### config.mk
export PLATFORM = sky130hd
export DESIGN_NAME = seg_scan_decoder
export DESIGN_NICKNAME = d
export VERILOG_FILES = /design/src/rtl/seg_scan_decoder.sv
export SDC_FILE = /design/constraint.sdc
export NUM_CORES = 1
export LEC_CHECK = 0
export BUFFER_PORTS_ARGS = -buffer_cell sky130_fd_sc_hd__buf_2
export CORE_MARGIN = 2
export CORE_UTILIZATION = 57
export CTS_BUF_LIST = sky130_fd_sc_hd__clkbuf_2 sky130_fd_sc_hd__clkbuf_4 sky130_fd_sc_hd__clkbuf_8
export CTS_CLUSTER_SIZE = 14
export DETAILED_ROUTE_END_ITERATION = 6
export GPL_TIMING_DRIVEN = 0
export HOLD_SLACK_MARGIN = 0.08
export PLACE_DENSITY_LB_ADDON = 0.1
export SLEW_MARGIN = 10
export SYNTH_ARGS = -nofsm -noshare
export SYNTH_HDL_FRONTEND = slang
export SYNTH_SLANG_ARGS = --single-unit
### constraint.sdc
create_clock -name clock -period 5.7 [get_ports clock]
set_input_delay 0.855 -clock clock [delete_from_list [all_inputs] [get_ports clock]]
set_output_delay 0.855 -clock clock [all_outputs]
set_load 0.01 [all_outputs]
### src/rtl/seg_scan_decoder.sv
// seg_scan_decoder
//   Recovers the per-digit {en, hex[3:0], dp} words of an 8-digit multiplexed 7-segment display
//   by watching its anode and cathode pins. Each digit is captured once per dwell, after its
//   pins have held still long enough. A digit that is not refreshed for a long time is marked
//   disabled.
// Ports:
//   clock         system clock
//   reset         asynchronous, active-low reset
//   an            anode enables, active-low; bit i selects digit i+1
//   dec_cat       cathodes, active-low; [7:1] = segments a..g, [0] = dp
//   d1..d8        recovered words {en, hex, dp}; d1 belongs to an[0]
//   digit_update  one-cycle pulse on every accepted capture (glyph or blank)
//   digit_idx     index of the last accepted capture
//   frame_done    one-cycle pulse when a capture index does not advance (scan wrapped)
//   seg_err       one-cycle pulse when a settled cathode pattern is not a font glyph
module seg_scan_decoder #(
  parameter int unsigned SETTLE_CYCLES  = 4,
  parameter int unsigned TIMEOUT_CYCLES = 1048576,
  parameter int unsigned TO_W           = 21
) (
  input  logic       clock,
  input  logic       reset,
  input  logic [7:0] an,
  input  logic [7:0] dec_cat,
  output logic [5:0] d1,
  output logic [5:0] d2,
  output logic [5:0] d3,
  output logic [5:0] d4,
  output logic [5:0] d5,
  output logic [5:0] d6,
  output logic [5:0] d7,
  output logic [5:0] d8,
  output logic       digit_update,
  output logic [2:0] digit_idx,
  output logic       frame_done,
  output logic       seg_err
);

  localparam logic [7:0]      SettleMax = 8'(SETTLE_CYCLES);
  // The capture fires on the transition into SETTLE_CYCLES-1.
  localparam logic [7:0]      SettleCap = SettleMax - 8'd2;
  localparam logic [TO_W-1:0] ToOne     = TO_W'(1);
  localparam logic [TO_W-1:0] ToMax     = TO_W'(TIMEOUT_CYCLES);
  localparam logic [TO_W-1:0] ToLast    = ToMax - ToOne;

  // Input stage and stability tracking
  logic [7:0] r_an, r_cat;
  logic [7:0] r_an_prev, r_cat_prev;
  logic [7:0] r_cnt;

  // Output-side state
  logic [7:0][5:0]      r_d;
  logic [7:0][TO_W-1:0] r_to;
  logic                 r_update;
  logic [2:0]           r_idx;
  logic                 r_frame;
  logic                 r_err;
  logic [2:0]           r_prev_idx;

  logic                 w_same;
  logic [3:0]           w_zeros;
  logic [2:0]           w_sel_idx;
  logic                 w_sel_ok;
  logic [7:0]           w_cnt;
  logic                 w_capture;
  logic [6:0]           w_seg;
  logic                 w_hit;
  logic [3:0]           w_hex;
  logic                 w_blank;
  logic                 w_good;
  logic                 w_bad;
  logic [5:0]           w_word;
  logic [7:0][5:0]      w_d;
  logic [7:0][TO_W-1:0] w_to;

  assign w_same = ({r_an, r_cat} == {r_an_prev, r_cat_prev});

  // Digit select: exactly one anode low
  always_comb begin
    w_zeros   = 4'd0;
    w_sel_idx = 3'd0;
    for (int i = 0; i < 8; i++) begin
      if (!r_an[i]) begin
        w_zeros   = w_zeros + 4'd1;
        w_sel_idx = 3'(i);
      end
    end
    w_sel_ok = (w_zeros == 4'd1);
  end

  // Stability counter; held at zero while no single digit is selected
  always_comb begin
    w_cnt = r_cnt;
    if (!w_sel_ok || !w_same) begin
      w_cnt = 8'd0;
    end else if (r_cnt < SettleMax) begin
      w_cnt = r_cnt + 8'd1;
    end
  end

  assign w_capture = w_sel_ok && w_same && (r_cnt == SettleCap);

  // Font decode on active-high segments a..g (bit 6 = a)
  assign w_seg = ~r_cat[7:1];

  always_comb begin
    w_hit = 1'b1;
    w_hex = 4'h0;
    case (w_seg)
      7'b1111110: w_hex = 4'h0;
      7'b0110000: w_hex = 4'h1;
      7'b1101101: w_hex = 4'h2;
      7'b1111001: w_hex = 4'h3;
      7'b0110011: w_hex = 4'h4;
      7'b1011011: w_hex = 4'h5;
      7'b1011111: w_hex = 4'h6;
      7'b1110000: w_hex = 4'h7;
      7'b1111111: w_hex = 4'h8;
      7'b1111011: w_hex = 4'h9;
      7'b1110111: w_hex = 4'hA;
      7'b0011111: w_hex = 4'hB;
      7'b1001110: w_hex = 4'hC;
      7'b0111101: w_hex = 4'hD;
      7'b1001111: w_hex = 4'hE;
      7'b1000111: w_hex = 4'hF;
      default:    w_hit = 1'b0;
    endcase
  end

  assign w_blank = (w_seg == 7'd0);
  assign w_good  = w_capture && (w_hit || w_blank);
  assign w_bad   = w_capture && !w_hit && !w_blank;
  assign w_word  = w_hit ? {1'b1, w_hex, ~r_cat[0]} : {1'b0, 4'h0, ~r_cat[0]};

  // Per-digit timeout and capture; capture is applied last so it wins over a same-cycle timeout
  always_comb begin
    w_d  = r_d;
    w_to = r_to;
    for (int i = 0; i < 8; i++) begin
      if (r_to[i] != ToMax) begin
        w_to[i] = r_to[i] + ToOne;
        if (r_to[i] == ToLast) begin
          w_d[i][5] = 1'b0;
        end
      end
      if (w_good && (w_sel_idx == 3'(i))) begin
        w_d[i]  = w_word;
        w_to[i] = '0;
      end
    end
  end

  always_ff @(posedge clock or negedge reset) begin
    if (!reset) begin
      r_an       <= 8'hFF;
      r_cat      <= 8'hFF;
      r_an_prev  <= 8'hFF;
      r_cat_prev <= 8'hFF;
      r_cnt      <= 8'd0;
      r_d        <= '0;
      r_to       <= '0;
      r_update   <= 1'b0;
      r_idx      <= 3'd0;
      r_frame    <= 1'b0;
      r_err      <= 1'b0;
      r_prev_idx <= 3'd7;
    end else begin
      r_an       <= an;
      r_cat      <= dec_cat;
      r_an_prev  <= r_an;
      r_cat_prev <= r_cat;
      r_cnt      <= w_cnt;
      r_d        <= w_d;
      r_to       <= w_to;
      r_update   <= w_good;
      r_frame    <= w_good && (w_sel_idx <= r_prev_idx);
      r_err      <= w_bad;
      if (w_good) begin
        r_idx      <= w_sel_idx;
        r_prev_idx <= w_sel_idx;
      end
    end
  end

  assign d1           = r_d[0];
  assign d2           = r_d[1];
  assign d3           = r_d[2];
  assign d4           = r_d[3];
  assign d5           = r_d[4];
  assign d6           = r_d[5];
  assign d7           = r_d[6];
  assign d8           = r_d[7];
  assign digit_update = r_update;
  assign digit_idx    = r_idx;
  assign frame_done   = r_frame;
  assign seg_err      = r_err;

endmodule

==> out/qor.json <==
{
  "final_cells": 1726,
  "cp_max_fo": 5,
  "die_area_um2": 24000,
  "worst_skew_pair_later_pin_latency_ps": 560,
  "syn-num-nets": 1296,
  "synth_async_sr_flop_share_pct": 100,
  "worstSetupEndpointType": "register",
  "routed_via_density": 5.39,
  "cp_dominant_cell_by_count": "ha_4",
  "synth_cells": 1250,
  "synth_enable_flop_cells": 0,
  "placement_rows": 55,
  "post_route_cells_drive_above_1_share_pct": 22.8,
  "internal_power_mw": 3.11,
  "timing.critical_path.slowest_cell_delay_ps": 550,
  "grt_pass1_wl_um": 44700,
  "run_status": "finished clean",
  "finalMaxSlewViolations": 0,
  "fin_hold_viols": 0,
  "worst_ep_required_time_ps": 6130,
  "irDropWorstVdd_mv": 0.224,
  "p_sw_share_pct": 23.2,
  "tritoncts.num_buffers": 44,
  "worst-endpoint-arrival_ps": 6000,
  "cts.clk_slew.worst_paths_ps": 60,
  "powerDensity_nw_per_um2": 262,
  "vias": 9296,
  "synth_cell_types": 67,
  "tritoncts": "built",
  "antenna_found_initial": 1,
  "ios": 72,
  "transition_time_at_the_pin_with_the_least_slew_margin_ps": 926,
  "cp_top_family": "adder cells",
  "grt_max_degree": 113,
  "max_capacitance_violation_count": 0,
  "routed_wirelength_um": 26800,
  "postPlaceCellArea_um2": 13800,
  "yosys_warnings": 0,
  "dr_iter_0_viols": 448,
  "worst_setup_path_start_kind": "register",
  "hpwl_detailed_um": 17400,
  "vert_die_dim_um": 155,
  "timing.critical_path.buf_inv": 4,
  "die-width_um": 155,
  "syn-cell-area_um2": 13000,
  "postSynthAreaPerCell_um2": 10.4,
  "critical_path_class": "reg -> reg",
  "wire_per_inst_um": 15.5,
  "drtAntennaViolNets": 0,
  "power_frac_comb_pct": 6.6,
  "leakagePower_nw": 7.28,
  "slew_headroom_pct": 37.7,
  "final_setup_skew_ps": 30.9,
  "commonest_register_cell_after_synthesis": "dfrtp_1",
  "finalCoreUtilization_pct": 68.7,
  "port_buffers": 71,
  "net_switching_power_figure_mw": 0.938,
  "start_util_pct": 57.7,
  "synth_seq_area_share_pct": 51.4,
  "synth_seq_cells": 265,
  "worst-r2r-cell-count": 27,
  "detail_route.first_pass.iterations": 5,
  "design.final.nets": 1452,
  "dpl.cell_count": 1609,
  "cts.sink_count": 265,
  "finalCritPeriodShare_pct": 97.6,
  "gr-total-overflow": 0,
  "hold_path.class": "in -> async",
  "drc": 0,
  "maximum_level_of_the_cts_h_tree": 2,
  "postCtsHoldBufs": 0,
  "layout.cell_area.non_filler_um2": 15500,
  "total_grt_usage_pct": 22.7,
  "area_added_between_synthesis_and_finish_pct": 19.1,
  "pwr-share-clk_pct": 46.1,
  "n_antenna_cell": 0,
  "worst-path-stages": 27,
  "p_seq_share_pct": 47.3,
  "cell_type_of_the_slowest_stage_on_the_worst_timing_path": "dfstp_2",
  "grt_pass1_vias": 9082,
  "core_area_um2": 22500,
  "globalplace.congestion": 0.803,
  "clock.fmax_mhz": 180,
  "rsz0062_at_grt": "yes",
  "cts.root.buffer_cell": "clkbuf_8",
  "max-clock-path-buffers": 3,
  "setup_viol": 0,
  "nFillCells": 1706,
  "timing.final.crit_period_ps": 5560
}
-- through the flow --
| stage | worst slack [ps] | setup TNS (ps) | total power [mW] | hold slack, ps |
|---|---|---|---|---|
| 6_report | 138 | 0 | 4.05 | 235 |
| 5_1_grt | -122 | -4600 | 4.22 | 251 |
| 4_1_cts | 2.41 | 0 | 4.06 | 226 |
| 3_5_place_dp | -439 | -70730 | 2.17 | 359 |
| 3_3_place_gp | -1010 | -275790 | 2.16 | 355 |
| 2_1_floorplan | 288 | 0 | 2.08 | 353 |
-- logic make-up after synthesis --
logic type,synth area share (%)
XOR/XNOR,13.1
flip-flops,51.4
AND/OR/NAND/NOR,21.8
AO/OA/AOI/OAI,3.27
adder cells (fa/ha/maj),2.70
multiplexers,5.22
buffers and inverters,2.54
-- power by group through the flow --
| stage | Combinational [mW] | Sequential, mW | Clock (mW) |
|---|---|---|---|
| 2_1_floorplan | 0.138 | 1.94 | 0 |
| 3_3_place_gp | 0.210 | 1.95 | 0 |
| 3_5_place_dp | 0.220 | 1.95 | 0 |
| 4_1_cts | 0.233 | 1.91 | 1.92 |
| 5_1_grt | 0.297 | 1.91 | 2.00 |
| 6_report | 0.266 | 1.91 | 1.87 |
-- sequential cells by signal, indices dropped and copies added, names as in the netlist, 8 cells and up --
signal	count
r_to	168
r_an_prev	8
r_an	8
r_cat	8
r_cat_prev	8
r_cnt	8
-- synthesized netlist by cell type, types with 8 or more instances --
library cell | number | area (um2)
nand2_1 | 87 | 327
xnor2_1 | 53 | 464
nor4b_1 | 17 | 149
and2_1 | 9 | 56.3
buf_2 | 18 | 90.1
a21oi_1 | 10 | 50.1
clkbuf_1 | 12 | 45.0
dfstp_2 | 35 | 920
and3_1 | 37 | 231
o21ai_0 | 21 | 105
ha_1 | 28 | 350
nor4_1 | 32 | 200
dfrtp_1 | 230 | 5760
nor2b_1 | 8 | 50.1
mux2_2 | 34 | 383
mux2i_1 | 25 | 250
nor2_1 | 217 | 815
nor3_1 | 15 | 75.1
inv_1 | 46 | 173
xor2_1 | 130 | 1140
nand3_1 | 77 | 385
nand4_1 | 22 | 138
nand2b_1 | 8 | 50.1
-- timing repair --
item                       in CTS  in global routing
buffers inserted               17                 17
pin swaps                       9                 21
setup endpoints to repair     230                222
resized for setup              10                 81
cloned                          1                  1
-- per-layer routing --
layer / GRT usage (%) / part of all wire [%]
met5: 0 / 0
met4: 7.32 / 2.4
met3: 3.98 / 4.5
met2: 35.3 / 47
met1: 32.7 / 47
-- area by class of cell --
type | instances | area [um2] | share of cell area [%]
well taps | 285 | 357 | 2.31
repair buffers | 110 | 810 | 5.24
plain buffers | 34 | 210 | 1.36
inverters | 47 | 176 | 1.14
clock buffers | 66 | 852 | 5.51
multi-input cells | 904 | 6220 | 40.3
flip-flops and latches | 265 | 6680 | 43.2
clock inverters | 15 | 154 | 0.996
-- final timing paths --
path | start | endpoint | slack, ps
min | reset | r_to[111] | 230
max reg2reg | r_an[1] | d3[1] | 140
min reg2reg | r_cat[3] | r_cat_prev[3] | 370
min in group clock | r_cat[3] | r_cat_prev[3] | 370
max in group asynchronous | reset | r_cat[6] | 4590
max | r_an[1] | d3[1] | 140
-- cells in the final DEF, fill, tap and decap left out, drive strengths merged, types with 3 or more instances in the layout --
cell    netlist  layout
dfrtp       230     230
nor2        217     217
xor2        131     131
buf          22     124
nand2        88      88
clkbuf       12      86
nand3        79      79
xnor2        55      55
inv          47      48
mux2         38      38
and3         37      37
nor4         36      36
dfstp        35      35
ha           28      28
mux2i        25      25
o21ai        23      23
nand4        22      22
nor3         19      19
nor4b        17      17
clkinv        0      11
a21oi        11      11
and2          9       9
nand2b        8       8
nor2b         8       8
or4           4       4
o22ai         4       4
a31oi         4       4
nor3b         4       4
o31ai         3       3
and4          3       3
bufinv        0       3
-- worst register-to-register path, cell delays in order, from the launching register on --
cell,delay [ps]
dfstp_2,550
inv_2,50
ha_4,250
buf_6,100
xor2_4,180
inv_2,70
ha_4,240
nor2b_4,130
a21o_1,170
ha_1,280
nand2b_1,90
nand2_1,60
ha_1,300
nor2_2,100
a31oi_2,60
a41o_1,270
ha_4,250
o22a_1,220
ha_2,180
nor2b_4,130
xnor2_2,140
xnor3_1,240
a211oi_2,210
o21a_2,240
nand3_4,160
nor3b_4,270
buf_6,200
mux2_4,320
Note: power is estimated with default switching activity, not from simulation.
